File: config.mk
export PLATFORM = sky130hd
export DESIGN_NAME = seg_message_scroller
export DESIGN_NICKNAME = d
export VERILOG_FILES = /design/src/rtl/seg_message_scroller.sv
export SDC_FILE = /design/constraint.sdc
export NUM_CORES = 1
export LEC_CHECK = 0
export BUFFER_PORTS_ARGS = -buffer_cell sky130_fd_sc_hd__buf_2
export CAP_MARGIN = 30
export CORE_ASPECT_RATIO = 0.8
export CORE_MARGIN = 5
export CORE_UTILIZATION = 59
export DETAILED_ROUTE_END_ITERATION = 12
export GPL_ROUTABILITY_DRIVEN = 0
export PLACE_DENSITY = 0.82
export SLEW_MARGIN = 20
export SYNTH_ARGS = -nofsm -noshare
export SYNTH_HDL_FRONTEND = slang
export SYNTH_SLANG_ARGS = --single-unit
File: constraint.sdc
create_clock -name clk -period 8.8 [get_ports clk]
set_input_delay 1.76 -clock clk [delete_from_list [all_inputs] [get_ports clk]]
set_output_delay 1.76 -clock clk [all_outputs]
set_load 0.005 [all_outputs]
File: src/rtl/seg_message_scroller.sv
// seg_message_scroller
//   Holds a message of 5-bit alphabet codes and scans it onto a multiplexed
//   bank of 7-segment digits, scrolling the visible window one character per
//   step and wrapping at the end of the message.
//
// Ports
//   clk, rst          clock, synchronous active-high reset
//   wr_en/addr/data   write one alphabet code into the message buffer
//   len_wr/len_in     load message length (clamped to MAX_LEN)
//   start/stop        begin scrolling / return to idle (stop wins)
//   code_out          code for the currently enabled digit (31 = blank)
//   digit_en          one-hot active-high digit enable
//   busy              high when not idle
//   wrap              one-cycle pulse when the scroll position wraps to 0
//
// Build option
//   SCROLL_PAUSE_EN   when defined, hold position 0 for PAUSE_STEPS scroll
//                     steps after every wrap.
module seg_message_scroller #(
    parameter int unsigned NUM_DIGITS  = 4,
    parameter int unsigned MAX_LEN     = 16,
    parameter int unsigned SCAN_DIV    = 1000,
    parameter int unsigned SCROLL_DIV  = 50000,
    parameter int unsigned PAUSE_STEPS = 4
) (
    input  logic                                        clk,
    input  logic                                        rst,
    input  logic                                        wr_en,
    input  logic [((MAX_LEN > 1) ? $clog2(MAX_LEN) : 1)-1:0] wr_addr,
    input  logic [4:0]                                  wr_data,
    input  logic                                        len_wr,
    input  logic [$clog2(MAX_LEN+1)-1:0]                len_in,
    input  logic                                        start,
    input  logic                                        stop,
    output logic [4:0]                                  code_out,
    output logic [NUM_DIGITS-1:0]                       digit_en,
    output logic                                        busy,
    output logic                                        wrap
);

    localparam int unsigned AW  = (MAX_LEN > 1) ? $clog2(MAX_LEN) : 1;
    localparam int unsigned LW  = $clog2(MAX_LEN + 1);
    localparam int unsigned IW  = LW + 1;
    localparam int unsigned DW  = (NUM_DIGITS > 1) ? $clog2(NUM_DIGITS) : 1;
    localparam int unsigned SCW = (SCAN_DIV > 1) ? $clog2(SCAN_DIV) : 1;
    localparam int unsigned STW = (SCROLL_DIV > 1) ? $clog2(SCROLL_DIV) : 1;

`ifdef SCROLL_PAUSE_EN
    localparam int unsigned PW = (PAUSE_STEPS > 1) ? $clog2(PAUSE_STEPS) : 1;
    typedef enum logic [1:0] {S_IDLE, S_SCROLL, S_PAUSE} state_t;
    logic [PW-1:0] pause_q, pause_d;
`else
    typedef enum logic [0:0] {S_IDLE, S_SCROLL} state_t;
`endif

    state_t              state_q, state_d;
    logic [4:0]          msg_q [MAX_LEN];
    logic [LW-1:0]       len_q, len_d, len_new;
    logic [LW-1:0]       pos_q, pos_d;
    logic [STW-1:0]      step_q, step_d;
    logic [SCW-1:0]      scan_cnt_q, scan_cnt_d;
    logic [DW-1:0]       scan_idx_q, scan_idx_d;
    logic [4:0]          code_q, code_d;
    logic [NUM_DIGITS-1:0] digit_en_q, digit_en_d;
    logic                wrap_q, wrap_d;
    logic                step_tc, scan_tc;
    logic [IW-1:0]       char_idx;

    // Scan timing: digit index advances on the scan counter's terminal count.
    always_comb begin
        scan_tc    = (scan_cnt_q == SCW'(SCAN_DIV - 1));
        scan_cnt_d = scan_tc ? '0 : scan_cnt_q + 1'b1;
        scan_idx_d = scan_idx_q;
        if (scan_tc) begin
            scan_idx_d = (scan_idx_q == DW'(NUM_DIGITS - 1)) ? '0 : scan_idx_q + 1'b1;
        end
        digit_en_d = NUM_DIGITS'(1) << scan_idx_d;
    end

    // Character for the digit that becomes active next, so that code and
    // enable register together and never disagree.
    always_comb begin
        code_d   = 5'h1F;
        char_idx = IW'(pos_q) + IW'(scan_idx_d);
        if (state_q != S_IDLE && IW'(scan_idx_d) < IW'(len_q)) begin
            if (char_idx >= IW'(len_q)) begin
                char_idx = char_idx - IW'(len_q);
            end
            if (char_idx < IW'(MAX_LEN)) begin
                code_d = msg_q[char_idx[AW-1:0]];
            end
        end
    end

    // Scroll FSM: next state, position, step counter and wrap pulse.
    always_comb begin
        state_d = state_q;
        pos_d   = pos_q;
        len_d   = len_q;
        step_d  = step_q;
        wrap_d  = 1'b0;
`ifdef SCROLL_PAUSE_EN
        pause_d = pause_q;
`endif
        len_new = (32'(len_in) > MAX_LEN) ? LW'(MAX_LEN) : len_in;
        step_tc = (step_q == STW'(SCROLL_DIV - 1));

        case (state_q)
            S_IDLE: begin
                pos_d  = '0;
                step_d = '0;
                if (start && len_q != '0) begin
                    state_d = S_SCROLL;
                end
            end
            S_SCROLL: begin
                if (step_tc) begin
                    step_d = '0;
                    if (pos_q + 1'b1 >= len_q) begin
                        pos_d  = '0;
                        wrap_d = 1'b1;
`ifdef SCROLL_PAUSE_EN
                        state_d = S_PAUSE;
                        pause_d = '0;
`endif
                    end else begin
                        pos_d = pos_q + 1'b1;
                    end
                end else begin
                    step_d = step_q + 1'b1;
                end
            end
`ifdef SCROLL_PAUSE_EN
            S_PAUSE: begin
                if (step_tc) begin
                    step_d = '0;
                    if (pause_q == PW'(PAUSE_STEPS - 1)) begin
                        // Last pause step doubles as the first advance off 0.
                        state_d = S_SCROLL;
                        pos_d   = (len_q > LW'(1)) ? LW'(1) : '0;
                    end else begin
                        pause_d = pause_q + 1'b1;
                    end
                end else begin
                    step_d = step_q + 1'b1;
                end
            end
`endif
            default: state_d = S_IDLE;
        endcase

        if (len_wr) begin
            len_d = len_new;
            // Checked against the already-advanced position so a shrink that
            // coincides with a step can never leave pos outside the message.
            if (pos_d >= len_new) begin
                pos_d = '0;
            end
            if (len_new == '0) begin
                state_d = S_IDLE;
                pos_d   = '0;
                step_d  = '0;
            end
        end

        if (stop) begin
            state_d = S_IDLE;
            pos_d   = '0;
            step_d  = '0;
            wrap_d  = 1'b0;
        end
    end

    always_ff @(posedge clk) begin
        if (rst) begin
            state_q    <= S_IDLE;
            len_q      <= '0;
            pos_q      <= '0;
            step_q     <= '0;
            scan_cnt_q <= '0;
            scan_idx_q <= '0;
            code_q     <= 5'h1F;
            digit_en_q <= NUM_DIGITS'(1);
            wrap_q     <= 1'b0;
`ifdef SCROLL_PAUSE_EN
            pause_q    <= '0;
`endif
            for (int unsigned k = 0; k < MAX_LEN; k++) begin
                msg_q[k] <= '0;
            end
        end else begin
            state_q    <= state_d;
            len_q      <= len_d;
            pos_q      <= pos_d;
            step_q     <= step_d;
            scan_cnt_q <= scan_cnt_d;
            scan_idx_q <= scan_idx_d;
            code_q     <= code_d;
            digit_en_q <= digit_en_d;
            wrap_q     <= wrap_d;
`ifdef SCROLL_PAUSE_EN
            pause_q    <= pause_d;
`endif
            if (wr_en && 32'(wr_addr) < MAX_LEN) begin
                msg_q[wr_addr] <= wr_data;
            end
        end
    end

    assign code_out = code_q;
    assign digit_en = digit_en_q;
    assign busy     = (state_q != S_IDLE);
    assign wrap     = wrap_q;

endmodule
; ---- After elaboration in Yosys (flattened, before gate mapping)
; Memory sizes are Yosys's and may differ from the RTL's. A register that Yosys moved wholly into a read port is not among the register bits.
; Cells that the tools add are included.
[totals]
mem_bits_rw = 80
elab_cells = 66
ff_bits = 44
memories = 1
[classes]
n_bitwise = 4
addsub = 6
n_lt_le_gt_ge = 6
reduce_logical = 9
eq_ne = 3
shift = 1
n_mux = 28
[mem_list]
columns = name, depth, word_bits, read_ports, rd_clocked_by_memory_dff, wr, line_no
row1 = msg_q, 16, 5, 1, 1, 16, 57  ; logic [4:0] msg_q [MAX_LEN];
[op_table]
columns = op, n
row1 = 2-to-1 mux 16 bit, 3
row2 = 2-to-1 mux 5 bit, 7
row3 = one-hot mux 16 bit (2 select lines), 1
row4 = adder 16 x 1 -> 16 bit (second input constant), 1
row5 = equality test 16 bit (second input constant), 1
row6 = 2-to-1 mux 6 bit, 2
row7 = 2-to-1 mux 1 bit, 11
row8 = adder 10 x 1 -> 10 bit (second input constant), 1
row9 = equality test 10 bit (second input constant), 1
row10 = greater-or-equal comparator 5 bit, 2
row11 = one-hot mux 5 bit (2 select lines), 1
row12 = adder 5 x 2 -> 6 bit, 1
row13 = greater-or-equal comparator 6 x 5 -> 1 bit, 1
row14 = < comparator 6 x 5 -> 1 bit (second input constant), 1
row15 = subtractor 6 x 5 -> 6 bit, 1
row16 = adder 5 x 1 -> 5 bit (second input constant), 1
row17 = greater-than comparator 5 bit (second input constant), 1
row18 = zero test 5 bit, 1
row19 = < comparator 2 x 5 -> 1 bit, 1
row20 = nonzero test 5 bit, 1
row21 = OR reduction 5 bit, 1
row22 = 2-to-1 mux 2 bit, 2
row23 = 2-to-1 mux 4 bit, 1
row24 = inverter 1 bit, 4
row25 = 7 further kinds, 9

; ---- Depth between registers and ports, before layout
; Gate-level depths: netlist (run 1).
[depth]
word_depth = 10
depth_mapped = 21

; ---- Least setup slack after synthesis (run 1)
; Ideal clock, no wire load.
[synth_path]
kind = flip-flop to flip-flop
startpoint = register scan_cnt_q[0]
endpoint = register code_q[0], in the netlist code_out[0] (read register of msg_q)
slack_ns = 4.613
arrival_ns = 4.054
required_ns = 8.667
path_stages_with_launch = 18
period_less_slack_ns = 4.187
cell_sequence = dfxtp_1 ha_1 nand4b_1 nor3_2 mux2i_1 inv_1 ha_1 inv_1 fa_1 fa_1 nand2b_1 a21oi_2 nor4_1 nor3_2 buf_6 mux2_1 o211ai_1 a31oi_1
[synth_between]
elab_chain_len = 9
[synth_lines]
columns = element, line_no
row1 = start: declaration, 61  ; logic [SCW-1:0] scan_cnt_q, scan_cnt_d;
row2 = start signal: assignment, 196  ; scan_cnt_q <= scan_cnt_d;
row3 = equality test 10 bit (*), 71  ; scan_tc = (scan_cnt_q == SCW'(SCAN_DIV - 1));
row4 = 2-to-1 mux 2 bit (*), 74  ; if (scan_tc) begin
row5 = net scan_idx_d[0], 62  ; logic [DW-1:0] scan_idx_q, scan_idx_d;
row6 = adder 5 x 2 -> 6 bit, 84  ; char_idx = IW'(pos_q) + IW'(scan_idx_d);
row7 = subtractor 6 x 5 -> 6 bit / greater-or-equal comparator 6 x 5 -> 1 bit (equally long branches), "87, 86"
row8 = 2-to-1 mux 6 bit, 86  ; if (char_idx >= IW'(len_q)) begin
row9 = 2-to-1 mux 6 bit, 85  ; if (state_q != S_IDLE && IW'(scan_idx_d) < IW'(len_q)) begin
row10 = < comparator 6 x 5 -> 1 bit, 89  ; if (char_idx < IW'(MAX_LEN)) begin
row11 = inverter 1 bit (no line), -
row12 = OR reduction 3 bit (no line), -
row13 = end: declaration, 63  ; logic [4:0] code_q, code_d;
; Mark *: on every way through the listed nets, which the timed path passes. The rest lies on a longest branch. The select of a mux whose other input is x is not followed.
; A chain may end at the register's enable or synchronous reset.

; ---- Final worst setup path (run 1)
[layout_path]
startpoint = register scan_cnt_q[0]
endpoint = register code_q[1], in the netlist code_out[1] (read register of msg_q)
; The elaborated chain is that of the path after synthesis.

==> results of run 1 <==
## metal layers
| metal | vias to the layer above | GRT usage | part of all wire |
|---|---|---|---|
| li1 | 2404 | - | - |
| met1 | 2453 | 0.334 | 0.44 |
| met2 | 241 | 0.357 | 0.45 |
| met3 | 27 | 0.0668 | 0.097 |
| met4 | 2 | 0.0720 | 0.014 |
| met5 | - | 0 | 0.0010 |
## synthesized netlist by cell type (8+ instances only)
| cell type | instances |
|---|---|
| a31oi_1 | 9 |
| mux2i_1 | 17 |
| clkbuf_1 | 18 |
| o211ai_1 | 11 |
| dfxtp_1 | 49 |
| or2_2 | 17 |
| nor2b_1 | 8 |
| a32oi_1 | 15 |
| nor3_1 | 15 |
| inv_1 | 19 |
| nor2_1 | 55 |
| nand3_1 | 19 |
| o21ai_0 | 29 |
| and3_1 | 12 |
| edfxtp_1 | 80 |
| ha_1 | 22 |
| xor2_1 | 13 |
| mux2_1 | 9 |
| and2_1 | 85 |
| xnor2_1 | 12 |
| nand2_1 | 31 |
## stage by stage
step           std cells  utilization  hold WS (ns)  worst slack, ns
2_1_floorplan        650            -         0.413             4.61
3_3_place_gp         801        0.615         0.428             4.00
3_5_place_dp         801        0.615         0.454             3.58
4_1_cts              833        0.665         0.477             3.58
5_1_grt              833        0.665         0.484             3.09
6_report             833        0.665         0.476             3.47
## how the worst max path moves through the flow
stage	from	endpoint	slack, ns	cells past startpoint
2_1_floorplan	scan_cnt_q[0]	code_out[0]	4.61	17
3_3_place_gp	scan_cnt_q[0]	code_out[0]	4.00	16
5_1_grt	scan_cnt_q[0]	code_out[1]	3.09	16
6_report	scan_cnt_q[0]	code_out[1]	3.47	16
4_1_cts	scan_cnt_q[0]	code_out[3]	3.58	16
3_5_place_dp	scan_cnt_q[0]	code_out[0]	3.58	17
## area by class of cell
class | count | area [sq um]
tap | 148 | 185
clock inverter | 15 | 143
fill | 849 | 3820
multi-input combinational | 473 | 3230
sequential | 129 | 3380
timing repair buffer | 32 | 165
clock buffer | 17 | 425
inverter | 19 | 71.3
## power breakdown
group	leakage, uW	internal (uW)	switching [uW]
Combinational	0.00138	53.9	94.6
Sequential	0.00116	666	11.5
Clock	0.000276	414	263
## logic make-up (layout without fill, tap and decap cells)
kind of cell | count (synthesis) | after routing | synth area share
flops | 129 | 129 | 0.496
fa+ha+maj | 24 | 24 | 0.0462
xor+xnor | 25 | 25 | 0.0321
compound gates | 116 | 116 | 0.125
mux | 27 | 27 | 0.0414
buf+inv | 48 | 83 | 0.0324
simple gates | 281 | 281 | 0.227
## sequential cells by signal, summed over array words and instances (netlist names)
name and cells:
digit_en 4, code_out 5, len_q 5, pos_q 5, wrap 1, busy 1, step_q 16, scan_idx_q 2
scan_cnt_q 10, msg_q 80
==> run metrics, run 1 <==
Mapped Avg Cell Area=10.5 sq um; post-synthesis cell area=6830 sq um; HP Start=scan_cnt_q[0]; Worst Hold Class=reg -> reg; Die Wd=130 um; Synth area leaders=edfxtp_1 35%, dfxtp_1 14%, and2_1 7.8%; CTS Root Cell=clkbuf_16; EDFF count, synth=80; R2R setup slack=3.47 ns; Worst VDD drop=0.150 mV; CP startpoint kind=flip-flop; Synth Net Count=694; pwr dens=197 nW/um^2; Synth Register Bits=129; max cap viols=0; WP buf/inv=2; # nets final=716; final max-slew violation count=0; worst-path cell chain=ha_1, nand4b_1, nor3_2, mux2i_1, inv_1, ha_1, inv_1, fa_1, fa_1, nand2b_1, a21oi_2, o21ai_2, nand3_1, nand2_1, o211ai_1, a31oi_1; grt total ovfl=0; RSZ-0062 raised after global routing=no; post-detailed-routing wire length=15,600 um; Synth async-reset ratio=0; capturing element type of the critical path=flip-flop; RR Startpoint=scan_cnt_q[0]; drc violations=0; status=complete, no violations; pin count of the biggest net entering global routing=35; clk slew on worst S/H paths=0.06 ns; port bufs=30; delay-heaviest family, CP=simple AND/OR/NAND/NOR gates; hold_buf cts=0; P_leak=0.00281 uW; drt first pass iters=6; CTS buffer count=17; setup tns final=0 ns; Placement Rows=35; R2R depth=16; Post-CTS Setup Bufs=0; post-route minimum period=5.33 ns; biggest area consumer among synthesized cells=edfxtp_1; CTS max path bufs=2; Hold Path Cell Cnt=1; Netlist cell types=62; Worst-Margin Slew=0.824 ns; Crit path largest cell delay=0.61 ns; achievable frequency=188 MHz; most frequent cells in the layout=85 x and2_1, 80 x edfxtp_1, 55 x nor2_1, 49 x dfxtp_1, 31 x nand2_1; Setup-failing EPs final=0; layout cell share with drive strength beyond 1=0.147; Max FO, Critical Path=21; fin area=7610 sq um; slew margin rel.=0.451; Total GRT Usage=0.237; Worst Path Arrival=5.60 ns; final worst-path cycle share=0.605; Worst Clk Skew=0.00876 ns; Synth Instances=650; diode count=0; Die H=106 um; share of the synthesized area in the top cell type=0.352; Worst EP required=9.07 ns; number of global-route vias before repair=4,984; Worst-Skew Late Latency=0.41 ns; CTS-repair resized insts=0; endpoints failing hold=0; post-synthesis sequential area ratio=0.496; initial drt markers=509; Layout area overhead=11.4%; first-pass GRT wire length=25,400 um; Max stage delay cell, worst path=nand2_1; Die Area=13,800 sq um; core area=11,400 sq um; Yosys Warn Count=0; Post-DRT Antenna Nets=0; WS Path Type=reg -> reg; Tot Pwr=1500 uW; clk sinks=129; Routed WL per cell=18.7 um; I/O Pins=31; placed wire-length estimate=10,700 um; depth of the CTS H-tree=4; Hold Path End=scan_cnt_q[0]; Main synth FF type=edfxtp_1; Post-Place Cell Area=7030 sq um; CTS tree=done; reg2reg end=code_out[1]; initial antenna violation count=1; via count=5,127; Initial Utilization=0.597; commonest non-fill, non-tap cell in the layout=and2_1; drt via density=6.15
Note: power is estimated with default switching activity, not from simulation.
==> run 2: changes to the inputs <==
Settings changed: ABC_AREA set to 1, CORE_UTILIZATION 59 to 56, PLACE_DENSITY 0.82 to 0.81.
Clock period 8.8 ns to 4.3 ns, I/O delays scaled along.
==> run 2 against run 1 <==
- area after synthesis rose by 2.2%
- worst hold slack worse by 0.027 ns
- clock power rose by 100%
- maximum frequency is 31% higher
- global-route usage down 1.5 points
- register-to-register slack worse by 3.2 ns
- largest cell class unchanged
==> run metrics, run 2 <==
Most flops, register=msg_q; max cap viols=0; R2R depth=22; Worst EP required=4.67 ns; Layout area overhead=12.0%; diode count=0; Die Area=14,800 sq um; Routed WL per cell=14.5 um; Placement Rows=36; dpl cells=1,056; Die H=110 um; Synth area leaders=edfxtp_1 34%, dfxtp_1 14%, inv_1 8.8%; CTS-repair resized insts=0; power share of the clock group=0.436; final worst-path cycle share=0.944; CTS Root Cell=clkbuf_16; I/O Pins=31; most frequent cell after synthesis=inv_1; commonest non-fill, non-tap cell in the layout=inv_1; port bufs=30; Initial Utilization=0.572; Mapped Avg Cell Area=7.99 sq um; CTS tree=done; achievable frequency=246 MHz; R2R setup slack=0.24 ns; clk sinks=129; initial drt markers=638; RR Startpoint=scan_cnt_q[0]; most frequent cells in the layout=163 x inv_1, 161 x nand2_1, 141 x nor2_1, 118 x nand3_1, 80 x edfxtp_1; Main synth FF type=edfxtp_1; post-route minimum period=4.06 ns; share of the synthesized area in the top cell type=0.344; sw frac=0.263; Synth Register Bits=129; slew margin rel.=0.479; Post-CTS Setup Bufs=0; Layout Cells excl Fill=1,090; drt first pass iters=6; reg2reg end=code_out[1]; combinational power share=0.128; number of global-route vias before repair=5,192; CTS max path bufs=2; hold_buf cts=0; Tot Pwr=3170 uW; Post-DRT Antenna Nets=0; biggest area consumer among synthesized cells=edfxtp_1; Hold Path End=step_q[0]; drc violations=0; Internal Power=2340 uW; Hold Path Cell Cnt=1; post-synthesis sequential area ratio=0.485; flip-flop count of the largest register after layout=80; Worst-Margin Slew=0.781 ns; CP startpoint kind=flip-flop; WS Path Type=reg -> reg; Max FO, Critical Path=13; most instantiated cells after synthesis=163 x inv_1, 161 x nand2_1, 142 x nor2_1, 118 x nand3_1, 80 x edfxtp_1; via count=5,685; layout cell share with drive strength beyond 1=0.108; Worst Path Arrival=4.43 ns; CTS buffer count=17; drt via density=5.22; Net Switching=834 uW; Worst Clk Skew=0.00968 ns; utilization after layout=0.640; Yosys Warn Count=0; status=complete, no violations; Sequential Power Share=0.436; HP Start=step_q[0]; pin count of the biggest net entering global routing=31; Synth async-reset ratio=0; Netlist cell types=36; # fillers=983; setup tns final=0 ns; depth of the CTS H-tree=4; Worst-Skew Late Latency=0.42 ns; first-pass GRT wire length=25,500 um; grt total ovfl=0; clk slew on worst S/H paths=0.06 ns; Total GRT Usage=0.223; Synth Net Count=917; top flop regs=msg_q: 80 flops, step_q: 16 flops, scan_cnt_q: 10 flops; core area=12,200 sq um; placed wire-length estimate=11,000 um; final max-slew violation count=0; EDFF count, synth=80; Die Wd=135 um; initial antenna violation count=0; Worst Hold Class=reg -> reg; Setup-failing EPs final=0; pwr dens=406 nW/um^2; Synth Instances=873; P_leak=0.00359 uW; post-detailed-routing wire length=15,900 um; post-synthesis cell area=6980 sq um; endpoints failing hold=0; capturing element type of the critical path=flip-flop; # nets final=950; Worst VDD drop=0.312 mV
[run 2: cell types whose count changed in the layout (fill, tap and decap cells not counted), moves of 12 or more]
cell and change:
a32oi_1 -15, mux2i_1 -17, nand3_1 +99, and2_1 -85, nand2_1 +130, and3_1 -12, or2_2 -17, nor2_1 +86
a21oi_1 +12, inv_1 +144
[run 2: worst max path at each step]
stage                             start     endpoint  slack (ns)  cells after the start
after global routing      scan_cnt_q[0]  code_out[2]       -0.01                     22
after detailed placement  scan_cnt_q[0]  code_out[4]        0.22                     23
after floorplan           scan_cnt_q[0]  code_out[0]        0.91                     24
final                     scan_cnt_q[0]  code_out[1]        0.24                     22
after CTS                 scan_cnt_q[0]  code_out[4]        0.15                     23
after global placement    scan_cnt_q[0]  code_out[0]        0.38                     22
[run 2: logic make-up (layout without fill, tap and decap cells)]
logic type               count (synthesis)  after routing  synth area share
AND/OR/NAND/NOR                        465            465             0.292
buffers and inverters                  191            235             0.120
flip-flops                             129            129             0.485
AO/OA/AOI/OAI                           49             51            0.0391
adder cells (fa/ha/maj)                 24             24            0.0452
XOR/XNOR                                15             15            0.0188
[run 2: layout make-up]
cell class                      count  area, sq um  area share
Sequential cell                   129         3380       0.433
Tap cell                          171          214      0.0274
Inverter                          166          639      0.0818
Clock inverter                     15          143      0.0183
Multi-Input combinational cell    555         2800       0.359
Timing Repair Buffer               37          206      0.0264
Clock buffer                       17          425      0.0544
[run 2: routing by layer]
layer,vias up,GRT usage,wire [um]
met1,2567,0.316,7110
met5,-,0,0
met2,264,0.337,7020
li1,2834,-,-
met3,20,0.0558,1450
met4,0,0.0727,271
[run 2: metrics by stage]
stage | setup slack (ns) | hold slack [ns] | instance area [sq um]
floorplan | 0.907 | 0.418 | 6980
global placement | 0.381 | 0.430 | 7190
detailed placement | 0.218 | 0.441 | 7190
CTS | 0.151 | 0.449 | 7760
global route | -0.0137 | 0.482 | 7820
finish | 0.239 | 0.449 | 7820
[run 2: critical path: stages, from the launching register on]
cell and delay (ns):
dfxtp_1 0.35, ha_1 0.18, nand2_1 0.07, inv_1 0.09, nand4_2 0.17, o21ai_2 0.25
inv_1 0.13, ha_1 0.20, inv_1 0.07, fa_2 0.51, inv_1 0.22, ha_1 0.28
nand2_1 0.06, inv_1 0.04, nand2_1 0.05, nand3_1 0.08, nand2_2 0.16, nand2_8 0.13
o21ai_2 0.50, nand3_1 0.16, nand3_1 0.13, nand3_1 0.10, nand3_1 0.07
[run 2: power groups by stage]
stage          Sequential [uW]  Combinational, uW  Clock, uW
3_5_place_dp              1410                379          0
6_report                  1380                407       1380
3_3_place_gp              1400                374          0
2_1_floorplan             1400                313          0
5_1_grt                   1390                447       1460
4_1_cts                   1380                383       1390
==> run 3: changes to the inputs <==
==> constraint.sdc (replaced) <==
create_clock -name clk -period 4.3 [get_ports clk]
set_input_delay 0 -clock clk [delete_from_list [all_inputs] [get_ports clk]]
set_output_delay 0 -clock clk [all_outputs]
set_load 0.005 [all_outputs]
==> run 3 against run 2 <==
- first-iteration DRC count rose by 11%
- non-clock buffer count up 12
- clock power about the same
- cell area grew 1.5%
- register-to-register slack better by 0.04 ns
- worst hold slack got worse by 0.31 ns
- critical endpoint unchanged
- highest routed layer unchanged
==> run metrics, run 3 (synthesis results as in run 2) <==
status=complete, no violations; Worst Clk Skew=0.0106 ns; top flop regs=msg_q: 80 flops, step_q: 16 flops, scan_cnt_q: 10 flops; layout cell share with drive strength beyond 1=0.106; CTS buffer count=17; Post-DRT Antenna Nets=0; Worst Hold Class=in -> reg; P_leak=0.00364 uW; final max-slew violation count=0; Die Wd=135 um; Sequential Power Share=0.434; depth of the CTS H-tree=4; clk slew on worst S/H paths=0.06 ns; CTS max path bufs=2; diode count=0; Worst EP required=4.67 ns; power share of the clock group=0.434; # nets final=962; post-detailed-routing wire length=16,200 um; Die H=110 um; initial drt markers=706; Worst-Margin Slew=0.761 ns; first-pass GRT wire length=26,100 um; Internal Power=2340 uW; pin count of the biggest net entering global routing=31; Most flops, register=msg_q; core area=12,200 sq um; post-route minimum period=4.02 ns; combinational power share=0.132; CP startpoint kind=flip-flop; sw frac=0.263; achievable frequency=248 MHz; drt first pass iters=5; pwr dens=401 nW/um^2; I/O Pins=31; commonest non-fill, non-tap cell in the layout=inv_1; Hold Path Cell Cnt=6; drc violations=0; endpoints failing hold=0; Routed WL per cell=14.7 um; Net Switching=838 uW; Worst-Skew Late Latency=0.43 ns; Layout area overhead=13.7%; final worst-path cycle share=0.936; CTS Root Cell=clkbuf_16; CTS tree=done; Total GRT Usage=0.228; WS Path Type=reg -> reg; Initial Utilization=0.572; drt via density=5.27; flip-flop count of the largest register after layout=80; Max FO, Critical Path=13; port bufs=30; capturing element type of the critical path=flip-flop; most frequent cells in the layout=163 x inv_1, 161 x nand2_1, 141 x nor2_1, 118 x nand3_1, 80 x edfxtp_1; placed wire-length estimate=11,000 um; Worst VDD drop=0.314 mV; Setup-failing EPs final=0; Die Area=14,800 sq um; max cap viols=0; setup tns final=0 ns; Worst Path Arrival=4.39 ns; clk sinks=129; Placement Rows=36; number of global-route vias before repair=5,288; slew margin rel.=0.492; grt total ovfl=0; initial antenna violation count=0; via count=5,803; hold slack=0.134 ns; R2R depth=22
[run 3: final cells by class]
type                    instances  area [sq um]
inverters                     166           639
fillers                       964          4270
clock inverters                15           143
repair buffers                 49           327
multi-input cells             555          2800
flip-flops and latches        129          3380
clock buffers                  17           425
well taps                     171           214
[run 3: per-stage QoR]
step                setup WS [ns]  instances  cell area [sq um]  total power (uW)  utilization
global placement            0.381       1056               7190              1780        0.589
finish                      0.275       1102               7940              3180        0.650
floorplan                   0.907        873               6980              1710            -
global route              -0.0137       1102               7940              3300        0.650
CTS                         0.151       1100               7880              3170        0.646
detailed placement          0.218       1056               7190              1790        0.589
[run 3: power groups by stage]
stage / combinational (uW) / clock [uW] / sequential (uW)
after global routing: 458 / 1460 / 1390
after detailed placement: 379 / 0 / 1410
after CTS: 391 / 1390 / 1380
final: 419 / 1380 / 1380
after global placement: 374 / 0 / 1400
after floorplan: 313 / 0 / 1400
[run 3: path summary, 6_finish.rpt]
path	startpoint	endpoint	slack (ns)
min reg2reg	step_q[0]	step_q[0]	0.45
max reg2reg	scan_cnt_q[0]	code_out[1]	0.28
min	len_in[1]	len_q[3]	0.13
max	scan_cnt_q[0]	code_out[1]	0.28
[run 3: critical path, cell delays in order, from the launching register on]
cell     delay, ns
dfxtp_1       0.35
ha_1          0.18
nand2_1       0.07
inv_1         0.09
nand4_2       0.17
o21ai_2       0.25
inv_1         0.13
ha_1          0.20
inv_1         0.07
fa_2          0.50
inv_1         0.22
ha_1          0.28
nand2_1       0.06
inv_1         0.04
nand2_1       0.05
nand3_1       0.08
nand2_2       0.16
nand2_8       0.14
o21ai_2       0.47
nand3_1       0.16
nand3_1       0.13
nand3_1       0.10
nand3_1       0.07
[run 3: timing repair]
action                                  4_1_cts  5_1_grt
setup buffers                                 0        0
endpoints found under the hold margin        18        0
gates resized for setup                       0        7
hold buffers                                 12        0
endpoints found under the setup margin        0        5
[run 3: routing by layer]
layer  up-vias  global-route usage  routed length, um
li1       2866                   -                  -
met1      2646               0.321               7320
met2       275               0.347               7230
met3        16              0.0563               1460
met4         0              0.0734                227
met5         -                   0                  0
